[src/rtl/pc_gen_if.sv]
// Fetch-side bundle for pc_gen: stall/redirect/ready inputs and the fetch PC outputs.
// master = stall controller / EX-MEM / imem side, slave = pc_gen.
interface pc_gen_if #(
  parameter int ADDR_W  = 32,
  parameter int STALL_W = 6
);
  logic [STALL_W-1:0] stall;
  logic               flush_i;
  logic [ADDR_W-1:0]  new_pc_i;
  logic               branch_flag_i;
  logic [ADDR_W-1:0]  branch_target_address_i;
  logic               if_ready_i;
  logic [ADDR_W-1:0]  pc;
  logic               ce;
  logic               redirect_pend_o;
  logic               misalign_o;

  modport master (
    output stall, flush_i, new_pc_i, branch_flag_i, branch_target_address_i, if_ready_i,
    input  pc, ce, redirect_pend_o, misalign_o
  );

  modport slave (
    input  stall, flush_i, new_pc_i, branch_flag_i, branch_target_address_i, if_ready_i,
    output pc, ce, redirect_pend_o, misalign_o
  );
endinterface

[src/rtl/pc_gen.sv]
// Fetch-stage PC generator: boot sequencing, sequential stepping, flush/branch redirects with a
// one-entry redirect buffer. Optional macro PC_ALIGN_CHECK_EN traps misaligned targets to EXC_VECTOR.
module pc_gen #(
  parameter int                ADDR_W       = 32,
  parameter logic [ADDR_W-1:0] RESET_VECTOR = '0,
  parameter int                STEP         = 4,
  parameter int                STALL_W      = 6,
  parameter logic [ADDR_W-1:0] EXC_VECTOR   = ADDR_W'(32'h20)
) (
  input logic     clk,
  input logic     rst,
  pc_gen_if.slave bus
);

  typedef enum logic [1:0] {ST_RST, ST_BOOT, ST_RUN} state_t;

  state_t            state_q, state_d;
  logic [ADDR_W-1:0] pc_q, pc_d;
  logic [ADDR_W-1:0] pend_pc_q, pend_pc_d;
  logic              pend_q, pend_d;
  logic              pend_flush_q, pend_flush_d;
  logic              ce_q, ce_d;
  logic              mis_q, mis_d;

  logic              advance;
  logic              redir;
  logic [ADDR_W-1:0] redir_pc;
  logic [ADDR_W-1:0] applied_pc;
  logic              applied_mis;

  // Upper stall bits belong to later pipeline stages and are deliberately unused here.
  logic unused_stall;
  assign unused_stall = ^bus.stall[STALL_W-1:1];

  always_comb begin
    advance  = (state_q == ST_RUN) && !bus.stall[0] && bus.if_ready_i;
    redir    = 1'b1;
    redir_pc = pend_pc_q;
    if (bus.flush_i) begin
      redir_pc = bus.new_pc_i;
    end else if (bus.branch_flag_i) begin
      redir_pc = bus.branch_target_address_i;
    end else if (!pend_q) begin
      redir = 1'b0;
    end
  end

`ifdef PC_ALIGN_CHECK_EN
  always_comb begin
    applied_mis = (redir_pc[1:0] != 2'b00);
    applied_pc  = applied_mis ? EXC_VECTOR : redir_pc;
  end
`else
  logic unused_exc;
  assign unused_exc  = ^EXC_VECTOR;
  assign applied_mis = 1'b0;
  assign applied_pc  = {redir_pc[ADDR_W-1:2], 2'b00};
`endif

  // Redirects arriving while fetch is blocked go to the buffer; a buffered flush is never
  // displaced by a later branch, but a live redirect input outranks the buffer on apply.
  always_comb begin
    state_d      = state_q;
    pc_d         = pc_q;
    pend_pc_d    = pend_pc_q;
    pend_d       = pend_q;
    pend_flush_d = pend_flush_q;
    ce_d         = ce_q;
    mis_d        = 1'b0;
    unique case (state_q)
      ST_RST: state_d = ST_BOOT;
      ST_BOOT: begin
        state_d = ST_RUN;
        ce_d    = 1'b1;
      end
      ST_RUN: begin
        if (advance) begin
          if (redir) begin
            pc_d  = applied_pc;
            mis_d = applied_mis;
          end else begin
            pc_d = pc_q + ADDR_W'(STEP);
          end
          pend_d       = 1'b0;
          pend_flush_d = 1'b0;
        end else if (bus.flush_i) begin
          pend_d       = 1'b1;
          pend_flush_d = 1'b1;
          pend_pc_d    = bus.new_pc_i;
        end else if (bus.branch_flag_i && !(pend_q && pend_flush_q)) begin
          pend_d       = 1'b1;
          pend_flush_d = 1'b0;
          pend_pc_d    = bus.branch_target_address_i;
        end
      end
      default: state_d = ST_RST;
    endcase
  end

  always_ff @(posedge clk or negedge rst) begin
    if (!rst) begin
      state_q      <= ST_RST;
      pc_q         <= RESET_VECTOR;
      pend_pc_q    <= '0;
      pend_q       <= 1'b0;
      pend_flush_q <= 1'b0;
      ce_q         <= 1'b0;
      mis_q        <= 1'b0;
    end else begin
      state_q      <= state_d;
      pc_q         <= pc_d;
      pend_pc_q    <= pend_pc_d;
      pend_q       <= pend_d;
      pend_flush_q <= pend_flush_d;
      ce_q         <= ce_d;
      mis_q        <= mis_d;
    end
  end

  assign bus.pc              = pc_q;
  assign bus.ce              = ce_q;
  assign bus.redirect_pend_o = pend_q;
  assign bus.misalign_o      = mis_q;

endmodule

[src/flat_wrapper.sv]
// flat-port wrapper written by rule: the top's interface ports become plain ports
module pc_gen_flat 
#(
  parameter int                ADDR_W       = 32,
  parameter logic [ADDR_W-1:0] RESET_VECTOR = '0,
  parameter int                STEP         = 4,
  parameter int                STALL_W      = 6,
  parameter logic [ADDR_W-1:0] EXC_VECTOR   = ADDR_W'(32'h20)
)
  (clk, rst, bus_stall, bus_flush_i, bus_new_pc_i, bus_branch_flag_i, bus_branch_target_address_i, bus_if_ready_i, bus_pc, bus_ce, bus_redirect_pend_o, bus_misalign_o);
  pc_gen_if #(.ADDR_W(ADDR_W), .STALL_W(STALL_W)) bus_i ();
  input logic clk;
  input logic rst;
  input wire logic [$bits(bus_i.stall)-1:0] bus_stall;
  input wire logic [$bits(bus_i.flush_i)-1:0] bus_flush_i;
  input wire logic [$bits(bus_i.new_pc_i)-1:0] bus_new_pc_i;
  input wire logic [$bits(bus_i.branch_flag_i)-1:0] bus_branch_flag_i;
  input wire logic [$bits(bus_i.branch_target_address_i)-1:0] bus_branch_target_address_i;
  input wire logic [$bits(bus_i.if_ready_i)-1:0] bus_if_ready_i;
  output wire logic [$bits(bus_i.pc)-1:0] bus_pc;
  output wire logic [$bits(bus_i.ce)-1:0] bus_ce;
  output wire logic [$bits(bus_i.redirect_pend_o)-1:0] bus_redirect_pend_o;
  output wire logic [$bits(bus_i.misalign_o)-1:0] bus_misalign_o;
  assign bus_i.stall = bus_stall;
  assign bus_i.flush_i = bus_flush_i;
  assign bus_i.new_pc_i = bus_new_pc_i;
  assign bus_i.branch_flag_i = bus_branch_flag_i;
  assign bus_i.branch_target_address_i = bus_branch_target_address_i;
  assign bus_i.if_ready_i = bus_if_ready_i;
  assign bus_pc = bus_i.pc;
  assign bus_ce = bus_i.ce;
  assign bus_redirect_pend_o = bus_i.redirect_pend_o;
  assign bus_misalign_o = bus_i.misalign_o;
  pc_gen #(.ADDR_W(ADDR_W), .RESET_VECTOR(RESET_VECTOR), .STEP(STEP), .STALL_W(STALL_W), .EXC_VECTOR(EXC_VECTOR)) u_core (.clk(clk), .rst(rst), .bus(bus_i));
endmodule
[config.mk]
export PLATFORM = sky130hd
export DESIGN_NAME = pc_gen_flat
export DESIGN_NICKNAME = d
export VERILOG_FILES = /design/src/rtl/pc_gen_if.sv /design/src/rtl/pc_gen.sv /design/src/flat_wrapper.sv
export SDC_FILE = /design/constraint.sdc
export NUM_CORES = 1
export LEC_CHECK = 0
export ABC_AREA = 1
export BUFFER_PORTS_ARGS = -buffer_cell sky130_fd_sc_hd__buf_2
export CORE_MARGIN = 2
export CORE_UTILIZATION = 25
export DETAILED_ROUTE_END_ITERATION = 6
export GPL_TIMING_DRIVEN = 0
export SLEW_MARGIN = 0
export SYNTH_ARGS = -nofsm -noshare
export SYNTH_HDL_FRONTEND = slang
export SYNTH_SLANG_ARGS = --single-unit
[constraint.sdc]
create_clock -name clk -period 2 [get_ports clk]
set_input_delay 0.3 -clock clk [delete_from_list [all_inputs] [get_ports clk]]
set_output_delay 0.3 -clock clk [all_outputs]
set_load 0.05 [all_outputs]
==> results of run 1 <==
==> registers in the layout, summed over array words and instances (netlist names) <==
register                    cells
u_core.bus.ce                   1
u_core.bus.pc                  30
u_core.bus.redirect_pend_o      1
u_core.pend_flush_q             1
u_core.pend_pc_q               30
u_core.state_q                  2
==> worst min path at each step <==
stage	cells past startpoint	slack, ps	to
2_1_floorplan	0	4	u_core.bus.ce
3_3_place_gp	1	410	u_core.state_q[0]
3_5_place_dp	2	340	u_core.bus.pc[20]
4_1_cts	3	270	u_core.pend_pc_q[22]
5_1_grt	3	310	u_core.pend_pc_q[22]
6_report	3	280	u_core.pend_pc_q[23]
==> area by class of cell <==
type	count	area, um^2
fill	1907	11820
multi-input combinational	520	2391
sequential	65	1627
timing repair buffer	99	525.5
tap	225	281.5
clock buffer	14	264.0
inverter	63	239.0
buffer	35	207.7
==> placed cells by master (no fill, tap or decap), types with 4 or more instances in the layout <==
master	Yosys	routed
o22ai_1	5	5
clkbuf_1	10	13
nand3_1	23	23
nor3_1	4	4
dfrtp_1	65	65
buf_2	13	109
buf_6	5	5
nor2_4	5	5
xor2_1	4	4
buf_4	6	7
clkbuf_16	0	9
inv_2	5	5
inv_1	57	57
o21ai_0	60	60
a21oi_1	81	81
nand2_2	5	5
nor2_2	7	7
o21ai_1	13	13
nand3b_1	5	5
nor2_1	63	63
nand2_1	226	226
==> power groups by stage <==
stage | clock, mW | sequential (mW) | combinational [mW]
2_1_floorplan | 0 | 2.05 | 0.615
3_3_place_gp | 0 | 1.73 | 1.36
3_5_place_dp | 0 | 1.74 | 1.38
4_1_cts | 1.48 | 1.72 | 1.39
5_1_grt | 1.54 | 1.76 | 1.53
6_report | 1.46 | 1.73 | 1.38
==> metal layers <==
| metal | up-vias | GRT usage, % |
|---|---|---|
| met5 | - | 0 |
| met4 | 0 | 4.124 |
| met3 | 12 | 3.458 |
| met2 | 172 | 26.31 |
| met1 | 2180 | 24.93 |
| li1 | 2396 | - |
==> cell usage after synthesis, types with 2 or more instances <==
| cell type | number | area [um^2] |
|---|---|---|
| nor2_2 | 7 | 43.79 |
| a21oi_1 | 81 | 405.4 |
| nand2_2 | 5 | 31.28 |
| xor2_1 | 4 | 35.03 |
| nand2_1 | 226 | 848.3 |
| nor2_4 | 5 | 56.30 |
| o22ai_1 | 5 | 31.28 |
| and2_1 | 2 | 12.51 |
| nand3b_1 | 5 | 37.54 |
| nor3_1 | 4 | 20.02 |
| buf_2 | 13 | 65.06 |
| buf_4 | 6 | 45.04 |
| a21oi_2 | 2 | 17.52 |
| inv_2 | 5 | 18.77 |
| o21ai_2 | 3 | 26.28 |
| inv_1 | 57 | 214.0 |
| o21ai_0 | 60 | 300.3 |
| buf_6 | 5 | 56.30 |
| nor2_1 | 63 | 236.5 |
| o21ai_1 | 13 | 65.06 |
| dfrtp_1 | 65 | 1627 |
| clkbuf_1 | 10 | 37.54 |
| nand3_2 | 3 | 30.03 |
| xnor2_1 | 2 | 17.52 |
| nand3_1 | 23 | 115.1 |
==> logic make-up after synthesis <==
kind of cell | after synthesis
simple gates | 345
compound gates | 165
buf+inv | 98
flops | 65
xor+xnor | 6
fa+ha+maj | 1
other cells | 1
==> repair_timing <==
action | 4_1_cts | 5_1_grt
hold endpoints to repair | 63 | 0
hold buffers | 1 | 0
setup endpoints to repair | 0 | 0
==> metrics by stage <==
step / instances / util [%]
floorplan: 683 / -
global placement: 1005 / 30.14
detailed placement: 1006 / 30.31
CTS: 1021 / 31.89
global route: 1021 / 31.89
finish: 1021 / 31.89
==> worst max-delay path, cell delays in order (launching register included) <==
cell and delay [ps]:
dfrtp_1 420, nor2_4 240, nand3_2 170, clkbuf_1 270
a21oi_1 310, a21oi_1 110
==> flow_summary.toml, run 1 <==
[run_status]
status = "finished with violations"
violations = "DRC"

[synth]
synth_xor_area_share_pct = 1.179
ys.warnings.count = 0
synth_compound_area_share_pct = 19.12
synth-edff-count = 0
synth_flop_cell = "dfrtp_1"
synth_mux_area_share_pct = 0
ys_seq_elements = 65
synth_top_family_by_area = "simple AND/OR/NAND/NOR gates"
synth-simple-area-share_pct = 32.82
seq_area_frac_synth_pct = 36.50
synth-adder-area-share_pct = 0.2807
async_flop_share_pct = 100.0
yosysUniqueCellTypes = 32
syn_area_per_cell_um2 = 6.544
postSynthCellCount = 681
mappedNetlistArea_um2 = 4457

[run]
cap_violations = 0

[worst_setup_path]
r2r_end = "u_core.bus.pc[20]"
crit_start = "u_core.state_q[0]"
endpoint_kind = "register"
endpoint = "u_core.bus.pc[20]"
worstSetupStartpointType = "register"
cp.required_ps = 2210
r2r-start = "u_core.state_q[0]"
arrival_ps = 1860
worstRegToRegCells = 5
cp_max_fo = 10
reg2reg_slack_ps = 350
crit_type = "register to register"

[finish]
num_antenna_cells = 0
synthToLayoutAreaGrowth_pct = 24.20
final_nets = 869
drive_above_1_share_pct = 20.85
fin_area_um2 = 5535

[power]
ir_worst_vdd_mv = 0.3963
power_frac_comb_pct = 30.2
seqPwrFrac_pct = 37.8
swShare_pct = 38.52
power.share.clock_pct = 32.0
p_leak_nw = 2.795
power.density_nw_per_um2 = 824.9
p_switching_mw = 1.759
power.total_mw = 4.566
intPower_mw = 2.807

[route]
routed_wl_um = 15520
wl_met2_um = 6948
drt-wirelength-per-cell_um = 15.20
drc = 4
first_pass_iters = 7
ant_nets = 0
num_vias = 4760
drtIter0Drc = 396
met1_length_um = 7322
top_layer = "met4"
viasPerCell = 4.662
wl_met3_um = 1072

[floorplanning]
die_area_um2 = 18910
pin_count = 110
rows = 48
die_w_um = 137.5
die_y_um = 137.5
start_util_pct = 25.68
core_area_um2 = 17360

[global_route]
grt_usage_pct = 17.25
antenna_found_initial = 0
grt.overflow.total = 0
grt_max_degree = 66
grt_first_pass_wirelength_um = 24520
grt_pass1_vias = 4433

[sta]
clock_skew_ps = 9.500
post-route-period-util_pct = 82.56
whs_ps = 282.7
fin_ws_ps = 348.8
finalHoldViolCount = 0
relSlewSlack_pct = 60.96
setup_viol = 0
grt_setup_unrepaired = "false"
worst_pin_slew_ps = 585.6
drv_slew = 0
fmax_ghz = 0.6056
period_needed_ps = 1651
fin_tns_setup_ps = 0

[placed_design]
place_ws_ps = 170.2
place_area_um2 = 5261
hpwl_um = 11770
numPortBuffers = 97
place_congestion = 0.8558

[hold_path]
min_from = "bus_new_pc_i[23]"
hp-class = "primary input to register"

[clock_network]
cts_inserted_buffers = 9
clock_latency_ps = 340
cts.sinks = 65
clockBufferDepth = 2
cts_root_buf = "clkbuf_16"
cts_tree = "yes"
ctsResizeCount = 0
htreeDepth = 3
cts_setup_buffers = 0
clkTransAtPathRegs_ps = 50
(Power assumes the default switching activity.)
==> run 2, diff against run 1 <==
Settings changed: ABC_AREA 1 to 0.
Clock period 2 ns to 1.6 ns, I/O delays scaled along.
==> run 2 against run 1 <==
The flow finishes with violations (setup timing); design area increased by 16%; utilization rose by 7.1 points; hold slack worse by 270 ps; global-route usage rose by 2.0 points; critical path type unchanged; largest cell class unchanged; largest power group unchanged.
==> flow_summary.toml, run 2 <==
[worst_setup_path]
r2r_end = "u_core.bus.pc[22]"
worstSetupStartpointType = "register"
endpoint_kind = "register"
arrival_ps = 1990
crit_type = "register to register"
r2r-start = "u_core.bus.pc[2]"
worstRegToRegCells = 6
reg2reg_slack_ps = -180
cp.required_ps = 1810
cp_max_fo = 8

[synth]
mappedNetlistArea_um2 = 4218
seq_area_frac_synth_pct = 38.56
yosysUniqueCellTypes = 60
synth_flop_cell = "dfrtp_1"
synth_mux_area_share_pct = 4.984
synth_xor_area_share_pct = 0.2077
async_flop_share_pct = 100.0
synth_top_family_by_area = "compound AO/OA/AOI/OAI gates"
syn_area_per_cell_um2 = 8.352
yosysMostFrequentCell = "nand2_1"
postSynthCellCount = 505
synthTopCellsByCount = "nand2_1, dfrtp_1, o21ai_0"
synth_compound_area_share_pct = 26.94
ys.warnings.count = 0
synth-edff-count = 0
ys_seq_elements = 65
synth-adder-area-share_pct = 0.2966
synth_top_area_share_pct = 38.56
synth-simple-area-share_pct = 23.20
synth.area.top_cells = "dfrtp_1, nand2_1, o21ai_0, mux2i_1, a21boi_0"
synth_area_leader_cell = "dfrtp_1"

[sta]
fin_tns_setup_ps = -1905
worst_pin_slew_ps = 905.8
relSlewSlack_pct = 39.61
fin_ws_ps = -175.6
drv_slew = 0
post-route-period-util_pct = 111.0
finalHoldViolCount = 0
clock_skew_ps = 10.54
setup_viol = 22
grt_setup_unrepaired = "true"
period_needed_ps = 1776
fmax_ghz = 0.5632
whs_ps = 15.01

[floorplanning]
die_w_um = 133.9
start_util_pct = 25.52
die_area_um2 = 17930
core_area_um2 = 16520
rows = 47
die_y_um = 133.9
pin_count = 110

[route]
viasPerCell = 5.351
first_pass_iters = 4
num_vias = 4773
drt-wirelength-per-cell_um = 19.47
ant_nets = 0
drtIter0Drc = 335
drc = 0
routed_wl_um = 17360

[global_route]
grt_pass1_vias = 4635
antenna_found_initial = 0
grt_usage_pct = 19.21
grt_first_pass_wirelength_um = 26460
grt_max_degree = 66
grt.overflow.total = 0

[clock_network]
cts_tree = "yes"
clkTransAtPathRegs_ps = 60
clock_latency_ps = 340
cts.sinks = 65
cts_inserted_buffers = 9
clockBufferDepth = 2
cts_root_buf = "clkbuf_16"
htreeDepth = 3

[power]
swShare_pct = 37.77
seqPwrFrac_pct = 34.9
p_switching_mw = 2.383
power_frac_comb_pct = 33.5
ir_worst_vdd_mv = 0.3541
power.density_nw_per_um2 = 979.4
p_leak_nw = 2.773
power.share.clock_pct = 31.7
intPower_mw = 3.926

[run_status]
status = "finished with violations"
violations = "setup timing"

[finish]
final_common_cell = "buf_2"
final_nets = 743
num_antenna_cells = 0
num-fill-cells = 1654
final_cell_mix = "buf_2, nand2_1, o21ai_0, buf_4, dfrtp_1"
drive_above_1_share_pct = 43.30
fin_area_um2 = 6442
synthToLayoutAreaGrowth_pct = 52.74

[placed_design]
place_area_um2 = 5268
place_congestion = 0.8590
place_ws_ps = -778.9
hpwl_um = 12040
numPortBuffers = 96

[run]
cap_violations = 0

[hold_path]
hp-class = "primary input to async pin"
==> run 2: changes by cell type after synthesis, moves of 10 or more <==
cell,previous run,this run
a21boi_0,0,19
a21oi_1,81,15
clkbuf_1,10,34
inv_1,57,15
mux2i_1,0,21
nand2_1,226,75
nand3_1,23,13
nor2_1,63,21
nor3_1,4,16
o21ai_0,60,50
o21ai_1,13,0
==> run 2: worst max-delay path by stage <==
stage	startpoint	endpoint
detailed placement	u_core.state_q[0]	u_core.bus.pc[18]
global route	u_core.bus.pc[2]	u_core.bus.pc[30]
floorplan	u_core.bus.pc[2]	u_core.bus.pc[30]
CTS	u_core.bus.pc[2]	u_core.bus.pc[30]
global placement	u_core.state_q[0]	u_core.bus.pc[18]
finish	u_core.bus.pc[2]	u_core.bus.pc[22]
==> run 2: cell type report <==
cell class                      instances  area, um^2  share of cell area [%]
Inverter                               15       60.06                  0.9322
Multi-Input combinational cell        382        2731                   42.40
Buffer                                 43       405.4                   6.292
Tap cell                              220       275.3                   4.273
Sequential cell                        65        1664                   25.83
Clock buffer                           13       250.2                   3.884
Timing Repair Buffer                  151        1016                   15.77
Clock inverter                          3       40.04                  0.6215
==> run 2: logic make-up (layout without fill, tap and decap cells) <==
kind of cell / count (synthesis) / after routing
buffers and inverters: 60 / 225
XOR/XNOR: 1 / 1
other: 1 / 3
flip-flops: 65 / 65
multiplexers: 21 / 21
adder cells (fa/ha/maj): 1 / 1
AO/OA/AOI/OAI: 168 / 168
AND/OR/NAND/NOR: 188 / 188
==> run 2: timing repair <==
item	CTS	global route
cloned	1	0
buffers inserted	36	18
pin swaps	31	31
hold buffers	0	0
endpoints found under the setup margin	62	50
resized for setup	68	54
==> run 2: layer usage <==
layer	global-route usage [%]	part of all wire [%]	vias up	routed length (um)
met1	24.27	42	2317	7324
li1	-	-	2218	-
met3	4.271	6.9	40	1196
met4	8.629	3.6	0	617
met2	31.40	47	198	8225
met5	0	0	-	0
==> run 2: worst max-delay path, stage by stage (launching register included) <==
cell and delay [ps]:
dfrtp_2 400, ha_4 160, nand3_4 80, or4_4 620
buf_4 180, o21ai_2 120, a211oi_1 80
==> run 2: power groups by stage <==
stage	combinational (mW)	sequential [mW]	clock, mW
after global routing	2.25	2.24	2.07
after global placement	1.72	2.24	0
final	2.11	2.20	2.00
after floorplan	0.735	2.64	0
after CTS	1.94	2.19	2.01
after detailed placement	1.73	2.24	0
==> run 2: through the flow <==
stage	cells	utilization, %	power (mW)
after floorplan	507	-	3.376
after global placement	823	31.86	3.960
after detailed placement	823	31.88	3.977
after CTS	874	37.21	6.143
after global routing	892	38.99	6.558
final	892	38.99	6.310
==> run 3, diff against run 2 <==
Settings changed: BUFFER_PORTS_ARGS -buffer_cell sky130_fd_sc_hd__buf_2 to -buffer_cell sky130_fd_sc_hd__clkbuf_2, CORE_MARGIN 2 to not set.
==> run 3 against run 2 <==
The run still ends with setup timing left; design area rose by 1.7%; register-to-register slack worse by 70 ps; via count increased by 1.1%; hold slack better by 190 ps; non-clock buffer count up 9; die area is 3.0% lower; worst setup slack got worse by 66 ps; wire length rose by 2.3%; maximum frequency fell by 3.6%; power rose by 0.54%; critical endpoint is now u_core.bus.pc[30]; highest routed layer unchanged.
==> flow_summary.toml, run 3 (synthesized netlist as in run 2, its figures left out) <==
[power]
p_leak_nw = 2.864
power.total_mw = 6.344
ir_worst_vdd_mv = 0.4243
power.density_nw_per_um2 = 968.7

[floorplanning]
rows = 47
pin_count = 110
core_area_um2 = 16520
die_area_um2 = 17400
die_y_um = 131.9
die_w_um = 131.9
start_util_pct = 25.52

[route]
viasPerCell = 5.362
routed_wl_um = 17770
first_pass_iters = 5
num_vias = 4826
ant_nets = 0
drtIter0Drc = 311
drc = 0
drt-wirelength-per-cell_um = 19.74

[finish]
utilization_pct = 39.63
final_common_cell = "clkbuf_2"
multi_input_area_um2 = 2770
num-fill-cells = 1642
num_antenna_cells = 0
drive_above_1_share_pct = 44.85
final_cell_mix = "clkbuf_2, nand2_1, buf_4, o21ai_0, dfrtp_1"
seq_area_um2 = 1664
final_nets = 752
synthToLayoutAreaGrowth_pct = 55.27

[sta]
relSlewSlack_pct = 58.26
whs_ps = 203.1
drv_slew = 0
period_needed_ps = 1842
clock_skew_ps = 7.773
grt_setup_unrepaired = "true"
setup_viol = 21
fin_ws_ps = -242.1
post-route-period-util_pct = 115.1
fin_tns_setup_ps = -2444
finalHoldViolCount = 0
fmax_ghz = 0.5429
worst_pin_slew_ps = 626.1

[worst_setup_path]
endpoint_kind = "register"
arrival_ps = 2050
cp_max_fo = 8
crit_type = "register to register"
cp.required_ps = 1810
worstSetupStartpointType = "register"

[placed_design]
numPortBuffers = 96
place_ws_ps = -767.6
hpwl_um = 12280
place_congestion = 0.8587

[clock_network]
clockBufferDepth = 2
cts_tree = "yes"
cts.sinks = 65
clkTransAtPathRegs_ps = 60
clock_latency_ps = 340
htreeDepth = 3
cts_inserted_buffers = 9
cts_root_buf = "clkbuf_16"

[global_route]
grt_usage_pct = 20.31
grt_pass1_vias = 4729
grt.overflow.total = 0
grt_max_degree = 37
grt_first_pass_wirelength_um = 27080
antenna_found_initial = 0

[run_status]
status = "finished with violations"
violations = "setup timing"

[hold_path]
hp-class = "primary input to register"

[run]
cap_violations = 0
-- run 3: cell types whose count changed in the layout (fill, tap and decap cells not counted), moves of 4 or more --
cell | before | now
clkbuf_1 | 8 | 4
buf_8 | 4 | 8
buf_4 | 40 | 45
buf_2 | 100 | 6
clkbuf_2 | 9 | 104
-- run 3: critical path: stages, from the launching register on --
cell	delay (ps)
dfrtp_2	400
ha_4	160
nand3_4	90
or4_4	630
nor4_2	320
a211oi_2	110
-- run 3: final timing paths --
path,startpoint,endpoint,slack (ps),cells past startpoint
min in group asynchronous,rst,u_core.pend_pc_q[3],410,2
min reg2reg,u_core.bus.ce,u_core.bus.ce,460,1
max reg2reg,u_core.bus.pc[3],u_core.bus.pc[30],-240,5
max in group asynchronous,rst,u_core.bus.pc[27],600,3
max,u_core.bus.pc[3],u_core.bus.pc[30],-240,5
min,bus_branch_target_address_i[14],u_core.pend_pc_q[14],200,3
-- run 3: per-stage QoR --
stage	cells	area, um^2
2_1_floorplan	507	4509
3_3_place_gp	823	5265
3_5_place_dp	824	5288
4_1_cts	880	6165
5_1_grt	900	6549
6_report	900	6549
-- run 3: power by group --
group	internal, mW	leakage [nW]	switching, mW	total, mW
Sequential	1.92	0.747	0.290	2.21
Combinational	0.760	1.97	1.37	2.13
Clock	1.24	0.144	0.773	2.01
Total	3.91	2.86	2.43	6.34
-- run 3: layer usage --
metal  GRT usage [%]  vias up  share of wire (%)
met2           33.74      182                 49
met3           3.268       33                5.5
li1                -     2244                  -
met5               0        -                  0
met1           26.25     2367                 43
met4           8.204        0                2.7
-- run 3: layout make-up --
class / count / share of cell area [%]
well taps: 220 / 4.203
clock buffers: 10 / 3.649
multi-input cells: 382 / 42.30
repair buffers: 161 / 16.91
plain buffers: 42 / 5.808
flip-flops and latches: 65 / 25.41
clock inverters: 5 / 0.8598
inverters: 15 / 0.8598
-- run 3: what timing repair did --
action / CTS / global route
buffers inserted: 40 / 20
setup endpoints to repair: 62 / 61
gates resized for setup: 63 / 80
cloned: 3 / 1
pin swaps: 39 / 31
hold buffers: 1 / 0
hold endpoints to repair: 29 / 0
